`src/rtl/mem_stage.sv`:
```
// Memory-access / writeback stage: byte/half/word loads and stores over a
// req/ready + rvalid data-memory handshake, producing a registered writeback bundle.
module mem_stage #(
  parameter int ADDR_W = 32
) (
  input  logic              clk,
  input  logic              reset,
  input  logic              in_valid,
  output logic              in_ready,
  input  logic [31:0]       alu_result,
  input  logic [31:0]       rs2_data,
  input  logic [4:0]        rd,
  input  logic [2:0]        funct3,
  input  logic              mem_read,
  input  logic              mem_write,
  input  logic              reg_write,
  output logic              dmem_req,
  output logic              dmem_we,
  output logic [ADDR_W-1:0] dmem_addr,
  output logic [31:0]       dmem_wdata,
  output logic [3:0]        dmem_wstrb,
  input  logic              dmem_ready,
  input  logic              dmem_rvalid,
  input  logic [31:0]       dmem_rdata,
  output logic              wb_valid,
  output logic              wb_we,
  output logic [4:0]        wb_rd,
  output logic [31:0]       wb_data,
  output logic              mem_err
);

  typedef enum logic [1:0] {IDLE, REQ, WAIT} state_t;

  state_t      state;
  logic [31:0] lat_addr;
  logic [4:0]  lat_rd;
  logic [2:0]  lat_funct3;
  logic        lat_reg_write;

  logic        accept;
  logic        is_mem;
  logic        acc_err;
  logic [31:0] st_wdata;
  logic [3:0]  st_wstrb;
  logic [7:0]  ld_byte;
  logic [15:0] ld_half;
  logic [31:0] ld_data;

  assign in_ready = (state == IDLE);
  assign accept   = in_valid && in_ready;
  assign is_mem   = mem_read || mem_write;

  // Illegal encodings and misalignment are resolved at accept so no request is ever issued for them.
  always_comb begin
    acc_err = 1'b0;
    if (mem_read && mem_write) begin
      acc_err = 1'b1;
    end else if (mem_read) begin
      case (funct3)
        3'b011, 3'b110, 3'b111: acc_err = 1'b1;
        default:                acc_err = 1'b0;
      endcase
    end else if (mem_write) begin
      case (funct3)
        3'b000, 3'b001, 3'b010: acc_err = 1'b0;
        default:                acc_err = 1'b1;
      endcase
    end
    if (is_mem && (funct3[1:0] == 2'b01) && alu_result[0]) begin
      acc_err = 1'b1;
    end
    if (is_mem && (funct3[1:0] == 2'b10) && (alu_result[1:0] != 2'b00)) begin
      acc_err = 1'b1;
    end
  end

  always_comb begin
    st_wdata = rs2_data;
    st_wstrb = 4'b1111;
    case (funct3[1:0])
      2'b00: begin
        st_wdata = {4{rs2_data[7:0]}};
        st_wstrb = 4'b0001 << alu_result[1:0];
      end
      2'b01: begin
        st_wdata = {2{rs2_data[15:0]}};
        st_wstrb = 4'b0011 << alu_result[1:0];
      end
      default: begin
        st_wdata = rs2_data;
        st_wstrb = 4'b1111;
      end
    endcase
  end

  // Lane selection uses the latched address; the returned word is always the full aligned word.
  always_comb begin
    ld_byte = dmem_rdata[7:0];
    case (lat_addr[1:0])
      2'b00:   ld_byte = dmem_rdata[7:0];
      2'b01:   ld_byte = dmem_rdata[15:8];
      2'b10:   ld_byte = dmem_rdata[23:16];
      default: ld_byte = dmem_rdata[31:24];
    endcase
    ld_half = lat_addr[1] ? dmem_rdata[31:16] : dmem_rdata[15:0];
    case (lat_funct3)
      3'b000:  ld_data = {{24{ld_byte[7]}}, ld_byte};
      3'b100:  ld_data = {24'd0, ld_byte};
      3'b001:  ld_data = {{16{ld_half[15]}}, ld_half};
      3'b101:  ld_data = {16'd0, ld_half};
      default: ld_data = dmem_rdata;
    endcase
  end

  always_ff @(posedge clk) begin
    if (reset) begin
      state         <= IDLE;
      lat_addr      <= '0;
      lat_rd        <= '0;
      lat_funct3    <= '0;
      lat_reg_write <= 1'b0;
      dmem_req      <= 1'b0;
      dmem_we       <= 1'b0;
      dmem_addr     <= '0;
      dmem_wdata    <= '0;
      dmem_wstrb    <= '0;
      wb_valid      <= 1'b0;
      wb_we         <= 1'b0;
      wb_rd         <= '0;
      wb_data       <= '0;
      mem_err       <= 1'b0;
    end else begin
      wb_valid <= 1'b0;
      wb_we    <= 1'b0;
      mem_err  <= 1'b0;
      case (state)
        IDLE: begin
          if (accept) begin
            lat_addr      <= alu_result;
            lat_rd        <= rd;
            lat_funct3    <= funct3;
            lat_reg_write <= reg_write;
            if (acc_err) begin
              wb_valid <= 1'b1;
              mem_err  <= 1'b1;
              wb_rd    <= rd;
              wb_data  <= alu_result;
            end else if (!is_mem) begin
              wb_valid <= 1'b1;
              wb_we    <= reg_write && (rd != 5'd0);
              wb_rd    <= rd;
              wb_data  <= alu_result;
            end else begin
              state      <= REQ;
              dmem_req   <= 1'b1;
              dmem_we    <= mem_write;
              dmem_addr  <= {alu_result[ADDR_W-1:2], 2'b00};
              dmem_wdata <= mem_write ? st_wdata : 32'd0;
              dmem_wstrb <= mem_write ? st_wstrb : 4'd0;
            end
          end
        end
        REQ: begin
          if (dmem_ready) begin
            dmem_req <= 1'b0;
            if (dmem_we) begin
              wb_valid <= 1'b1;
              wb_rd    <= lat_rd;
              wb_data  <= lat_addr;
              state    <= IDLE;
            end else begin
              state <= WAIT;
            end
          end
        end
        WAIT: begin
          if (dmem_rvalid) begin
            wb_valid <= 1'b1;
            wb_we    <= lat_reg_write && (lat_rd != 5'd0);
            wb_rd    <= lat_rd;
            wb_data  <= ld_data;
            state    <= IDLE;
          end
        end
        default: state <= IDLE;
      endcase
    end
  end

endmodule

```
`config.mk`:
```
export PLATFORM = sky130hd
export DESIGN_NAME = mem_stage
export DESIGN_NICKNAME = d
export VERILOG_FILES = /design/src/rtl/mem_stage.sv
export SDC_FILE = /design/constraint.sdc
export NUM_CORES = 1
export LEC_CHECK = 0
export ABC_AREA = 1
export ABC_CLOCK_PERIOD_IN_PS = 5970
export BUFFER_PORTS_ARGS = -buffer_cell sky130_fd_sc_hd__buf_4
export CAP_MARGIN = 0
export CORE_ASPECT_RATIO = 1.5
export CORE_MARGIN = 8
export CORE_UTILIZATION = 53
export CTS_CLUSTER_SIZE = 28
export DETAILED_ROUTE_END_ITERATION = 16
export PLACE_DENSITY = 0.85
export SLEW_MARGIN = 20
export SYNTH_ARGS = -nofsm -noshare
export SYNTH_HDL_FRONTEND = slang
export SYNTH_SLANG_ARGS = --single-unit
```
`constraint.sdc`:
```
create_clock -name clk -period 5.97 [get_ports clk]
set_clock_uncertainty 0.15 [all_clocks]
set_input_delay 0.8955 -clock clk [delete_from_list [all_inputs] [get_ports clk]]
set_output_delay 0.8955 -clock clk [all_outputs]
set_load 0.1 [all_outputs]
```
==> flow_summary.yaml, run 1 <==
synth:
  async_flop_share_pct: 0
  synth_most_common_cell: "nand2_1"
  yosysWarnings: 0
  synth_common_cells: "279 x nand2_1, 151 x dfxtp_1, 126 x a21oi_1, 120 x nor2_1, 111 x inv_1"
  syn_avg_cell_area_um2: 6.86
  synth_area_leaders: "dfxtp_1 40%, nand2_1 14%, a21oi_1 8.4%, nor2_1 6.0%, inv_1 5.6%"
  synth_top_cell_area_share_pct: 40.5
  yosysSeqAreaShare_pct: 40.5
  ys_types: 35
  yosysTopAreaCell: "dfxtp_1"
  synth-seq-cells: 151
  synth_edf_count: 0
  syn_area_mm2: 0.00747
  synth_ff_type: "dfxtp_1"
  synth_cells: 1089
drt:
  wl_mm: 23.7
  post_drt_wl_per_cell_um: 16.5
  vias_per_cell: 5.38
  num_vias: 7748
  drt_first_pass_iters: 5
  drt_iter0_markers: 471
  drc_errors: 0
  drtAntennaViolNets: 0
worst_setup_path:
  required_ps: 6100
  r2r-start: "state[0]$_SDFFE_PP0P_"
  critPathLaunchType: "flip-flop"
  timing.rr.end: "wb_data[31]$_SDFFE_PP0P_"
  critPathMaxStageDelay_ps: 590
  crit_path_start: "state[0]$_SDFFE_PP0P_"
  critPathKind: "reg -> reg"
  crit_buf_inv: 4
  crit_family: "buffers and inverters"
  reg2reg_depth: 9
  critPathMostFrequentCell: "inv_2"
  reg2reg_slack_ps: 2910
  cpMaxStageDelayCell: "inv_2"
  end_kind: "flip-flop"
  path_cells: "inv_1 -> ha_1 -> inv_2 -> nor2_1 -> nor4_1 -> nand2_1 -> buf_4 -> inv_2 -> a21oi_1"
  crit_arrival_ps: 3190
  crit_path_max_fanout: 38
worst_hold_path:
  hold_path.class: "reg -> reg"
  min-delay-start: "dmem_wdata[28]$_SDFFE_PP0P_"
  hold_path_end: "dmem_wdata[28]$_SDFFE_PP0P_"
  whs_path_depth: 2
power:
  max-vdd-ir-drop_mv: 0.206
  p_per_area_mw_per_mm2: 385
  p_leak_nw: 4.54
cts:
  cts_root_buf: "clkbuf_16"
  hold_buffers: 0
  ctsResizeCount: 0
  cts_tree: "done"
  cts_buffer_depth: 2
  h-tree-depth: 4
  clkTransAtPathRegs_ps: 70
  cts_setup_buffers: 0
  numCtsBuffers: 17
  worstSkewPairLatency_ps: 430
  clock_sinks: 151
place:
  gp_congestion: 0.901
  placed_area_mm2: 0.00901
  portBuffers: 220
  hpwl_mm: 17.2
outcome:
  status: "finished, final reports clean"
timing:
  slew_violations: 0
  rsz0062_at_grt: "no"
  hold_viol: 0
  finalSetupTns_ps: 0
  hold-worst-slack_ps: 318
  post-route-period-util_pct: 51.3
  max_freq_mhz: 326
  finalSetupViolations: 0
  worst_pin_slew_ps: 1060
  slew-limit-headroom_pct: 29.3
  finalCriticalPeriod_ps: 3060
global_routing:
  grt_pass1_wl_mm: 37.5
  grt_antenna_before_repair: 1
  grt_max_degree: 68
  first_global_vias: 7686
  overflow: 0
  grt_usage_pct: 25.8
job:
  maxCapViolCount: 0
die:
  die_w_um: 113
  design.die.area_mm2: 0.0182
  rows: 53
  die_h_um: 161
  coreArea_mm2: 0.0139
  start_util_pct: 53.6
  pin_count: 223
final_layout:
  synthToLayoutAreaGrowth_pct: 28.6
  fin_area_mm2: 0.00961
  fillers: 1222
  drive_gt1_share_pct: 23.6
  nets: 1376
==> where the power goes <==
group          total [mW]  internal, mW  switching, mW
clock network        1.09         0.606          0.480
registers            1.19          1.13         0.0696
logic                1.42         0.341           1.08
==> metrics by stage <==
stage	std cells	setup slack (ps)	power, mW	utilization (%)
2_1_floorplan	1090	3290	2.32	-
3_3_place_gp	1406	2700	2.61	64.7
3_5_place_dp	1406	2670	2.63	64.7
4_1_cts	1438	2910	3.72	69.0
5_1_grt	1439	2710	3.87	69.0
6_report	1439	2910	3.70	69.0
==> tightest hold or removal path, stage by stage, from the launching register on <==
cell	delay, ps
dfxtp_1	310
nand2_1	60
a21oi_1	50
==> cells in the final DEF (no fill, tap or decap), drive strengths merged <==
master    instances
clkbuf           18
o21a              8
a21oi           126
o21bai            1
buf             227
a32o              1
bufinv            1
nor2            123
diode             1
nor3              2
o22ai             1
and3              1
conb              2
a211oi           60
nor4              1
ha                4
o221a             7
clkinvlp          2
nand3            60
o211ai            1
o21ai            62
inv             124
dfxtp           151
clkinv            4
nand4             5
nand2           281
==> flip-flops by register name (all words and copies together) (netlist names) <==
signal and count:
dmem_wdata 32, wb_rd 5, wb_valid 1, mem_err 1, dmem_wstrb 4, lat_funct3 3
dmem_we 1, state 2, dmem_req 1, lat_rd 5, wb_we 1, wb_data 32
lat_reg_write 1, lat_addr 32, dmem_addr 30
==> layer usage <==
layer,track usage (%),up-vias,part of all wire (%)
met5,0,-,0
met4,12.9,0,3.9
met3,8.52,61,8.4
met2,46.2,322,52
met1,26.1,3480,36
li1,-,3885,-
==> how the worst max path moves through the flow <==
stage	to	slack, ps	cells past startpoint
2_1_floorplan	lat_addr[10]$_SDFFE_PP0P_	3290	7
4_1_cts	wb_data[28]$_SDFFE_PP0P_	2910	9
5_1_grt	wb_data[1]$_SDFFE_PP0P_	2710	9
3_3_place_gp	state[0]$_SDFFE_PP0P_	2700	10
3_5_place_dp	dmem_addr[22]$_SDFFE_PP0P_	2670	10
6_report	wb_data[31]$_SDFFE_PP0P_	2910	9
==> final cells by class <==
type	instances	area, µm²	area share [%]
timing repair buffer	227	1700	17.7
clock buffer	18	439	4.57
multi-input combinational	746	3630	37.8
inverter	117	442	4.60
antenna	1	2.50	0.0261
sequential	151	3020	31.5
tap	165	206	2.15
clock inverter	14	156	1.63
==> logic make-up after synthesis <==
logic type | synth area share, %
AND/OR/NAND/NOR | 25.6
other | 0.0502
buffers and inverters | 11.0
adder cells (fa/ha/maj) | 0.670
AO/OA/AOI/OAI | 22.2
flip-flops | 40.5
Note: power is estimated with default switching activity, not from simulation.
==> inputs of run 2 (changes only) <==
Settings changed: ABC_CLOCK_PERIOD_IN_PS 5970 to 2560, CORE_UTILIZATION 53 to 47, PLACE_DENSITY 0.85 to 0.8.
Clock period 5.97 ns to 2.56 ns, I/O delays scaled along.
==> flow_summary.yaml, run 2 (synthesis gave the netlist of run 1 again) <==
outcome:
  status: "finished, final reports clean"
final_layout:
  largest_registers: "dmem_wdata x32, lat_addr x32, wb_data x32"
  synthToLayoutAreaGrowth_pct: 30.8
  diodes: 0
  multi_input_area_mm2: 0.00363
  final_cell_mix: "279 x nand2_1, 234 x buf_4, 151 x dfxtp_1, 126 x a21oi_1, 120 x nor2_1"
  mostFrequentLayoutCell: "nand2_1"
  nets: 1389
  seq_area_mm2: 0.00302
  fillers: 1424
  drive_gt1_share_pct: 24.0
die:
  die_w_um: 119
  coreArea_mm2: 0.0156
  design.die.area_mm2: 0.0203
  start_util_pct: 47.8
  pin_count: 223
  rows: 56
  die_h_um: 170
timing:
  slew-limit-headroom_pct: 60.3
  finalSetupViolations: 0
  rsz0062_at_grt: "no"
  slew_violations: 0
  hold-worst-slack_ps: 102
  finalSetupTns_ps: 0
  worst_pin_slew_ps: 594
  max_freq_mhz: 465
  finalCriticalPeriod_ps: 2150
  hold_viol: 0
  post-route-period-util_pct: 84.0
cts:
  cts_buffer_depth: 2
  cts_tree: "done"
  ctsResizeCount: 0
  clock_sinks: 151
  worstSkewPairLatency_ps: 420
  hold_buffers: 0
  numCtsBuffers: 17
  cts_root_buf: "clkbuf_16"
  clkTransAtPathRegs_ps: 60
  cts_setup_buffers: 0
  h-tree-depth: 4
power:
  power_mw: 8.53
  p_per_area_mw_per_mm2: 872
  max-vdd-ir-drop_mv: 0.396
  p_leak_nw: 4.60
global_routing:
  grt_pass1_wl_mm: 37.8
  first_global_vias: 7541
  grt_max_degree: 102
  overflow: 0
  grt_usage_pct: 23.4
  grt_antenna_before_repair: 0
drt:
  wl_mm: 24.5
  drt_iter0_markers: 493
  drtAntennaViolNets: 0
  post_drt_wl_per_cell_um: 16.5
  num_vias: 7835
  drc_errors: 0
  drt_first_pass_iters: 5
  vias_per_cell: 5.26
worst_setup_path:
  r2r-start: "state[1]$_SDFFE_PP0P_"
  crit_path_start: "state[1]$_SDFFE_PP0P_"
  crit_path_max_fanout: 26
  end_kind: "flip-flop"
  reg2reg_depth: 10
  timing.rr.end: "wb_rd[2]$_SDFFE_PP0P_"
  critPathLaunchType: "flip-flop"
  critPathKind: "reg -> reg"
  endpoint: "wb_rd[2]$_SDFFE_PP0P_"
  required_ps: 2760
  crit_arrival_ps: 2350
  reg2reg_slack_ps: 410
place:
  hpwl_mm: 18.3
  gp_congestion: 0.932
  portBuffers: 220
job:
  maxCapViolCount: 0
worst_hold_path:
  hold_path.class: "in -> reg"
-- run 2: final cells by class --
type / instances / area share, %
inverter: 117 / 4.52
clock inverter: 8 / 0.755
tap: 203 / 2.60
clock buffer: 24 / 4.83
multi-input combinational: 746 / 37.2
sequential: 151 / 30.9
timing repair buffer: 240 / 19.2
-- run 2: worst min path at each step --
stage / start / to / slack [ps] / cells past startpoint
2_1_floorplan: lat_rd[3]$_SDFFE_PP0P_ / lat_rd[3]$_SDFFE_PP0P_ / 290 / 2
3_3_place_gp: dmem_wdata[6]$_SDFFE_PP0P_ / dmem_wdata[6]$_SDFFE_PP0P_ / 300 / 2
3_5_place_dp: dmem_wdata[7]$_SDFFE_PP0P_ / dmem_wdata[7]$_SDFFE_PP0P_ / 310 / 2
4_1_cts: rd[4] / lat_rd[4]$_SDFFE_PP0P_ / 80 / 3
5_1_grt: alu_result[7] / dmem_addr[7]$_SDFFE_PP0P_ / 100 / 3
6_report: rs2_data[2] / dmem_wdata[2]$_SDFFE_PP0P_ / 100 / 3
-- run 2: power by group --
part           internal (mW)  leakage (nW)  switching [mW]  total (mW)
Clock                   1.38         0.264           0.957        2.34
Sequential              2.63          1.24           0.161        2.79
Combinational          0.860          3.10            2.54        3.40
-- run 2: per-stage QoR --
stage	setup slack, ps	utilization, %	std cells	area, µm²
2_1_floorplan	296	-	1090	7480
3_3_place_gp	371	59.1	1457	9230
3_5_place_dp	274	59.1	1457	9230
4_1_cts	413	62.6	1489	9780
5_1_grt	214	62.6	1489	9780
6_report	409	62.6	1489	9780
-- run 2: routing by layer --
layer | up-vias | share of wire, % | track usage (%)
met1 | 3555 | 37 | 23.6
met2 | 316 | 52 | 42.9
li1 | 3910 | - | -
met4 | 0 | 3.3 | 10.7
met3 | 54 | 8.1 | 7.60
met5 | - | 0 | 0
-- run 2: critical path, stage by stage, from the launching register on --
cell and delay (ps):
dfxtp_1 370, inv_1 90, ha_1 240, inv_1 70, nor2_1 50, nor4_1 330
nand2_1 150, inv_2 240, buf_12 220, nor2_1 60, nor2_1 100
